`src/rtl/uart_rx.sv`:
```
// uart_rx: 8N1 UART receiver.
// The receiver synchronises rxd, qualifies the start bit at its midpoint and
// samples each data bit one bit period later. It checks the stop bit and
// presents each byte on a valid/ready output register.
// The byte is committed at the stop-bit midpoint and the FSM returns to IDLE
// at that point, so back-to-back frames need no extra idle time.
module uart_rx #(
    parameter int CLK_HZ = 50000000,
    parameter int BAUD   = 115200
) (
    input  logic       clk,
    input  logic       reset,
    input  logic       rxd,
    output logic [7:0] data,
    output logic       valid,
    input  logic       ready,
    output logic       frame_err,
    output logic       overrun
);

    // Clocks per bit; must be >= 4 so the half-bit load value is non-negative.
    localparam int CLKS_PER_BIT = CLK_HZ / BAUD;
    localparam int CNT_W        = (CLKS_PER_BIT > 2) ? $clog2(CLKS_PER_BIT) : 1;

    localparam logic [CNT_W-1:0] CNT_FULL = CNT_W'(CLKS_PER_BIT - 1);
    localparam logic [CNT_W-1:0] CNT_HALF = CNT_W'(CLKS_PER_BIT / 2 - 1);

    typedef enum logic [2:0] {
        S_IDLE      = 3'd0,
        S_START     = 3'd1,
        S_DATA      = 3'd2,
        S_STOP      = 3'd3,
        S_WAIT_HIGH = 3'd4
    } state_t;

    // ------------------------------------------------------------------
    // State and datapath registers
    // ------------------------------------------------------------------
    logic [1:0]       r_sync;
    state_t           r_state;
    logic [CNT_W-1:0] r_cnt;
    logic [2:0]       r_bit_idx;
    logic [7:0]       r_shift;
    logic [7:0]       r_data;
    logic             r_valid;
    logic             r_frame_err;
    logic             r_overrun;

    // Next-state values and one-cycle strobes from the FSM
    state_t           w_state_nxt;
    logic [CNT_W-1:0] w_cnt_nxt;
    logic [2:0]       w_bit_idx_nxt;
    logic [7:0]       w_shift_nxt;
    logic             w_rxs;
    logic             w_expired;
    logic             w_stop_ok;
    logic             w_stop_bad;
    logic             w_can_take;

    assign w_rxs      = r_sync[1];
    assign w_expired  = (r_cnt == '0);
    // The output register can accept a new byte if it is empty or is being
    // drained in this same cycle.
    assign w_can_take = !r_valid || ready;

    // Two-flop synchroniser for the asynchronous line; it presets to idle-high.
    always_ff @(posedge clk) begin
        if (reset) begin
            r_sync <= 2'b11;
        end else begin
            r_sync <= {r_sync[0], rxd};
        end
    end

    // FSM state, bit counter, bit index and shift register.
    always_ff @(posedge clk) begin
        if (reset) begin
            r_state   <= S_IDLE;
            r_cnt     <= '0;
            r_bit_idx <= '0;
            r_shift   <= '0;
        end else begin
            r_state   <= w_state_nxt;
            r_cnt     <= w_cnt_nxt;
            r_bit_idx <= w_bit_idx_nxt;
            r_shift   <= w_shift_nxt;
        end
    end

    // Next-state logic, counter updates and stop-bit outcome strobes.
    always_comb begin
        w_state_nxt   = r_state;
        w_cnt_nxt     = r_cnt;
        w_bit_idx_nxt = r_bit_idx;
        w_shift_nxt   = r_shift;
        w_stop_ok     = 1'b0;
        w_stop_bad    = 1'b0;

        case (r_state)
            S_IDLE: begin
                // A falling edge loads a half-bit delay so the start bit is
                // checked at its midpoint.
                if (!w_rxs) begin
                    w_cnt_nxt   = CNT_HALF;
                    w_state_nxt = S_START;
                end
            end

            S_START: begin
                if (w_expired) begin
                    if (!w_rxs) begin
                        w_cnt_nxt     = CNT_FULL;
                        w_bit_idx_nxt = '0;
                        w_state_nxt   = S_DATA;
                    end else begin
                        // The line went high before the midpoint, so this
                        // was a glitch. Drop it quietly.
                        w_state_nxt = S_IDLE;
                    end
                end else begin
                    w_cnt_nxt = r_cnt - CNT_W'(1);
                end
            end

            S_DATA: begin
                if (w_expired) begin
                    // Bits arrive LSB first, so shift in from the top.
                    w_shift_nxt   = {w_rxs, r_shift[7:1]};
                    w_cnt_nxt     = CNT_FULL;
                    w_bit_idx_nxt = r_bit_idx + 3'd1;
                    if (r_bit_idx == 3'd7) begin
                        w_state_nxt = S_STOP;
                    end
                end else begin
                    w_cnt_nxt = r_cnt - CNT_W'(1);
                end
            end

            S_STOP: begin
                if (w_expired) begin
                    if (w_rxs) begin
                        w_stop_ok   = 1'b1;
                        w_state_nxt = S_IDLE;
                    end else begin
                        // Stop bit is low: report it once, then wait out any
                        // break so it cannot be decoded as more bytes.
                        w_stop_bad  = 1'b1;
                        w_state_nxt = S_WAIT_HIGH;
                    end
                end else begin
                    w_cnt_nxt = r_cnt - CNT_W'(1);
                end
            end

            S_WAIT_HIGH: begin
                if (w_rxs) begin
                    w_state_nxt = S_IDLE;
                end
            end

            default: begin
                w_state_nxt = S_IDLE;
            end
        endcase
    end

    // Output holding register with valid/ready handshake and error pulses.
    always_ff @(posedge clk) begin
        if (reset) begin
            r_data      <= 8'h00;
            r_valid     <= 1'b0;
            r_frame_err <= 1'b0;
            r_overrun   <= 1'b0;
        end else begin
            r_frame_err <= w_stop_bad;
            r_overrun   <= 1'b0;
            if (w_stop_ok) begin
                if (w_can_take) begin
                    r_data  <= r_shift;
                    r_valid <= 1'b1;
                end else begin
                    // The previous byte is still unread. Keep it and drop
                    // the new one.
                    r_overrun <= 1'b1;
                end
            end else if (r_valid && ready) begin
                // Data keeps its last value after it is consumed. Only the
                // flag clears.
                r_valid <= 1'b0;
            end
        end
    end

    assign data      = r_data;
    assign valid     = r_valid;
    assign frame_err = r_frame_err;
    assign overrun   = r_overrun;

endmodule

```
`config.mk`:
```
export PLATFORM = sky130hd
export DESIGN_NAME = uart_rx
export DESIGN_NICKNAME = d
export VERILOG_FILES = /design/src/rtl/uart_rx.sv
export SDC_FILE = /design/constraint.sdc
export NUM_CORES = 1
export LEC_CHECK = 0
export ABC_AREA = 1
export BUFFER_PORTS_ARGS = -buffer_cell sky130_fd_sc_hd__buf_4
export CORE_MARGIN = 2
export CORE_UTILIZATION = 60
export CTS_BUF_LIST = sky130_fd_sc_hd__clkbuf_4 sky130_fd_sc_hd__clkbuf_8
export CTS_CLUSTER_SIZE = 8
export DETAILED_ROUTE_END_ITERATION = 7
export GPL_TIMING_DRIVEN = 1
export PLACE_DENSITY = 0.88
export SLEW_MARGIN = 40
export SYNTH_ARGS = -nofsm -noshare
export SYNTH_HDL_FRONTEND = slang
export SYNTH_SLANG_ARGS = --single-unit
```
`constraint.sdc`:
```
create_clock -name clk -period 1.95 [get_ports clk]
set_clock_uncertainty 0.1 [all_clocks]
set_input_delay 0.2925 -clock clk [delete_from_list [all_inputs] [get_ports clk]]
set_output_delay 0.2925 -clock clk [all_outputs]
set_load 0.1 [all_outputs]
```
==> metrics, run 1 <==
status finished, final reports clean; total power 3.05 mW; initial antenna violation count 0; worst vdd ir 1100 uV; Die ar. 0.00331 mm2; IO Pins 15; clock period minus worst slack 1.78 ns; Root Buffer Master clkbuf_4; largest area contributor in the netlist dfxtp_1; clk_lat worst skew 0.36 ns; CTS Hold Buffers Added 0; Synth top area share 41.9%; Finished Layout Cells 282; Reg-to-Reg Start r_cnt[1]$_SDFFE_PP0P_; largest stage delay on the critical path 0.35 ns; MaxCap Viol Count 0; Pins Over Slew Limit 0; Reg area 721 um2; via count 1507; most frequent cells after synthesis nor2_1 (47), dfxtp_1 (36), nand2_1 (30); clock tree from TritonCTS built; met2 routed WL 1.67 mm; P_leak 0.905 nW; Crit. Startpoint r_cnt[1]$_SDFFE_PP0P_; share of post-route cells with drive strength above 1 21.5%; routed length per instance 12.0 um; ys flop type dfxtp_1; Initial Util 62.9%; chip width 57.5 um; dpl cell area 0.00185 mm2; core area 0.00273 mm2; DRT met1 WL 1.51 mm; Placer Congestion 0.841; post-synthesis net count 238; crit path kind flop to flop; Routed Antenna Nets 0; CTS Sinks 36; vias in the first global route 1374; TritonRoute pass-1 iters 4; # diodes 0; DR iter-0 viols 66; Post-Synthesis Cells 230; multi-input logic area 900 um2; cts bufs inserted 5; total wire length 3.37 mm; Worst-path clk slew 0.12 ns; Inst Count DP 272; Remaining Overflow, GRT 0; # rows 19; Hold Path Class input port to flop; Mean Syn Cell Area 7.47 um2; Port Buffers 14; fin crit share 91.2%; vias per std cell 5.34; routed wl met3 99 um; Slew headroom 61.7%; die height 57.5 um; Total Nets Final 258; Synth Warn # 0; Final TNS setup 0 ns; Worst EP required 2.14 ns; Final Hold Fails 0; Distinct cells, synth 27; worst path cell trace inv_1, ha_1, inv_1, nor2_2, nand2_4, nor2_8, nand3_4, a21oi_4, buf_4, o21ai_1, nor2_1; CP max-delay cell dfxtp_1; largest net degree at the start of global routing 24; RSZ-0062 raised after global routing no; final instance area 0.00197 mm2; Critical Path Sink Type flop; hold_sp rxd; fmax 0.562 GHz; worst endpoint data arrival time 1.97 ns; # DRC 0; EDFF count, synth 0; # fillers 224; area grow syn2layout 14.4%; Buf/Inv on CP 3; mapped cell area 0.00172 mm2; critical path fanouts, max 6; first-pass GRT wire length 5.82 mm; PwrDens 1550 mW/mm2; Seq/Total Area, Yosys 41.9%; Top Metal Used met4; total track usage 23.0%; # setup viols final 0; #FFs+latches synth 36; Synth area leaders dfxtp_1 (42%), nor2_1 (10%), nand2_1 (6.6%), o21ai_0 (5.2%), nand3_1 (4.7%); CTS Buffer Depth 2; CP top delay family simple AND/OR/NAND/NOR gates; Slew @ Worst Pin 0.574 ns; critical path launch point type flop; most frequent cell after synthesis nor2_1; CTS H-tree depth 2; post-synthesis async set-or-reset flop share 0%; critical path's most frequent cell inv_1; HPWL Detailed 2.45 mm
worst paths after layout:
check	slack [ns]	endpoint	depth (start not counted)
worst max-delay path	0.17	data[2]$_SDFFE_PP0P_	11
worst min-delay path	0.03	r_sync[0]$_SDFF_PP1_	2
worst max register to register	0.17	data[2]$_SDFFE_PP0P_	11
worst min register to register	0.31	r_sync[1]$_SDFF_PP1_	1
power by group:
part           leakage, nW  internal (mW)  switching, mW
Sequential           0.293          0.871          0.157
Clock               0.0412          0.267          0.265
Combinational        0.572          0.529          0.958
Total                0.905           1.67           1.38
sequential cells by signal, summed over array words and instances, names as in the netlist:
signal     count
r_bit_idx      3
r_sync         2
r_shift        8
data           8
overrun        1
valid          1
r_state        3
r_cnt          9
frame_err      1
layout make-up:
class / instances / area share, %
Inverter: 20 / 4.07
Clock inverter: 3 / 2.16
Sequential cell: 36 / 36.6
Tap cell: 31 / 1.97
Timing Repair Buffer: 18 / 7.51
Multi-Input combinational cell: 169 / 45.7
Clock buffer: 5 / 1.91
placed cells by master, fill, tap and decap left out, types with 8 or more instances in the layout:
cell | netlist | routed
o21ai_0 | 18 | 18
o21ai_1 | 8 | 8
a21oi_1 | 14 | 14
nor2_2 | 10 | 9
inv_1 | 17 | 16
buf_4 | 2 | 17
nor2_1 | 47 | 47
nand2_1 | 30 | 29
nand3_1 | 16 | 16
dfxtp_1 | 36 | 36
metrics by stage:
step | util (%) | hold WS (ns) | setup slack [ns]
final | 71.9 | 0.0252 | 0.172
after global routing | 71.9 | 0.0214 | 0.00670
after CTS | 70.7 | 0.00664 | 0.0635
after detailed placement | 67.7 | 0.305 | 0.0891
after global placement | 67.7 | 0.294 | 0.142
after floorplan | - | 0.271 | 0.255
cell families after synthesis:
family | synth area share, %
buffers and inverters | 6.19
AO/OA/AOI/OAI | 13.3
AND/OR/NAND/NOR | 34.1
XOR/XNOR | 1.53
adder cells (fa/ha/maj) | 2.91
flip-flops | 41.9
repair_timing:
| item | CTS | global route |
|---|---|---|
| setup endpoints to repair | 0 | 21 |
| setup buffers | 0 | 2 |
| resized for setup | 0 | 3 |
layer usage:
metal	track usage [%]	up-vias
li1	-	788
met1	27.9	691
met2	37.3	18
met3	5.44	10
met4	13.0	0
met5	0	-
Power figures use the tool's default switching activity.
==> run 2: changes to the inputs <==
CORE_ASPECT_RATIO = 1.25   (was unset)
==> metrics, run 2 (same netlist as run 1, synthesis figures left out) <==
status finished, final reports clean; commonest non-fill, non-tap cell in the layout nor2_1; vias in the first global route 1415; Finished Layout Cells 285; clock period minus worst slack 1.77 ns; worst vdd ir 1240 uV; routed length per instance 12.1 um; # setup viols final 0; total wire length 3.46 mm; Clk network pwr share 17.4%; Placer Congestion 0.819; Slew @ Worst Pin 0.568 ns; critical path launch point type flop; chip width 51.9 um; Pint 1.68 mW; # rows 21; Root Buffer Master clkbuf_4; cts bufs inserted 5; core area 0.00271 mm2; Inst Count DP 275; Logic pwr share 48.9%; die height 63.8 um; Final Util 72.5%; via count 1507; Initial Util 63.5%; Biggest register r_cnt; Total Nets Final 258; HPWL Detailed 2.50 mm; Routed Antenna Nets 0; Final Hold Fails 0; CTS Sinks 36; # DRC 0; vias per std cell 5.29; CTS Buffer Depth 2; initial antenna violation count 0; CTS H-tree depth 2; fin crit share 90.8%; P_leak 0.904 nW; RSZ-0062 raised after global routing no; Pins Over Slew Limit 0; critical path fanouts, max 6; Hold Path Class input port to flop; Die ar. 0.00331 mm2; Slew headroom 62.1%; clk_lat worst skew 0.35 ns; crit path kind flop to flop; clock tree from TritonCTS built; Final TNS setup 0 ns; MaxCap Viol Count 0; Critical Path Sink Type flop; Port Buffers 14; Remaining Overflow, GRT 0; first-pass GRT wire length 6.04 mm; largest net degree at the start of global routing 24; total track usage 24.4%; most frequent cells in the layout nor2_1 (46), dfxtp_1 (36), nand2_1 (29); sw power 1.37 mW; sequential share of power 33.7%; post-placement setup slack 0.0837 ns; worst path cell trace inv_2, ha_1, inv_1, nor2_2, nand2_4, nor2_8, nand3_4, a21oi_4, buf_4, o21ai_1, nor2_1; CP max-delay cell dfxtp_1; area grow syn2layout 14.1%; share of post-route cells with drive strength above 1 21.9%; fmax 0.565 GHz; worst endpoint data arrival time 1.97 ns; TritonRoute pass-1 iters 4; # diodes 0; worst setup margin 0.180 ns; PwrDens 1560 mW/mm2; IO Pins 15; DR iter-0 viols 28; switching share of power 44.8%; Worst EP required 2.15 ns; Worst-path clk slew 0.11 ns; max reg flops 9; largest stage delay on the critical path 0.34 ns; total power 3.05 mW
## run 2: cell count changes in the layout (fill, tap and decap cells not counted), sizes merged
cell and change:
clkbuf +1, clkinvlp -1, a21oi +1, buf -1
## run 2: timing repair
item,in CTS,in global routing
endpoints found under the setup margin,0,19
setup buffers,0,1
gates resized for setup,0,4
hold buffers,0,0
## run 2: routing by layer
metal / global-route usage, % / wire, um
met5: 0 / 0
met1: 28.5 / 1510
met4: 11.2 / 61
met2: 41.3 / 1770
met3: 5.61 / 122
## run 2: area by class of cell
type | instances | area (um2)
inverter | 20 | 80.1
tap | 34 | 42.5
clock inverter | 2 | 35.0
sequential | 36 | 721
multi-input combinational | 170 | 911
fill | 228 | 744
clock buffer | 6 | 45.0
timing repair buffer | 17 | 128
## run 2: final timing paths
check,cells after the start,from,endpoint,slack (ns)
worst min-delay path,2,rxd,r_sync[0]$_SDFF_PP1_,0.03
worst max-delay path,11,r_cnt[0]$_SDFFE_PP0P_,data[0]$_SDFFE_PP0P_,0.18
worst max register to register,11,r_cnt[0]$_SDFFE_PP0P_,data[0]$_SDFFE_PP0P_,0.18
worst min register to register,1,r_sync[0]$_SDFF_PP1_,r_sync[1]$_SDFF_PP1_,0.32
## run 2: power groups by stage
stage	logic (mW)	clock network, mW	registers (mW)
finish	1.49	0.532	1.03
global route	1.67	0.580	1.05
CTS	1.45	0.541	1.03
detailed placement	1.45	0	1.04
global placement	1.42	0	1.04
floorplan	1.15	0	1.06
## run 2: per-stage QoR
stage,hold slack (ns),cell area [um2]
2_1_floorplan,0.271,1720
3_3_place_gp,0.293,1860
3_5_place_dp,0.298,1860
4_1_cts,0.0128,1940
5_1_grt,0.0158,1960
6_report,0.0257,1960
## run 2: worst max-delay path: cells and delay by family (launching register included)
| family | cells | cell delay (ns) |
|---|---|---|
| buf+inv | 3 | 0.29 |
| fa+ha+maj | 1 | 0.17 |
| flops | 1 | 0.34 |
| simple gates | 5 | 0.53 |
| compound gates | 2 | 0.29 |
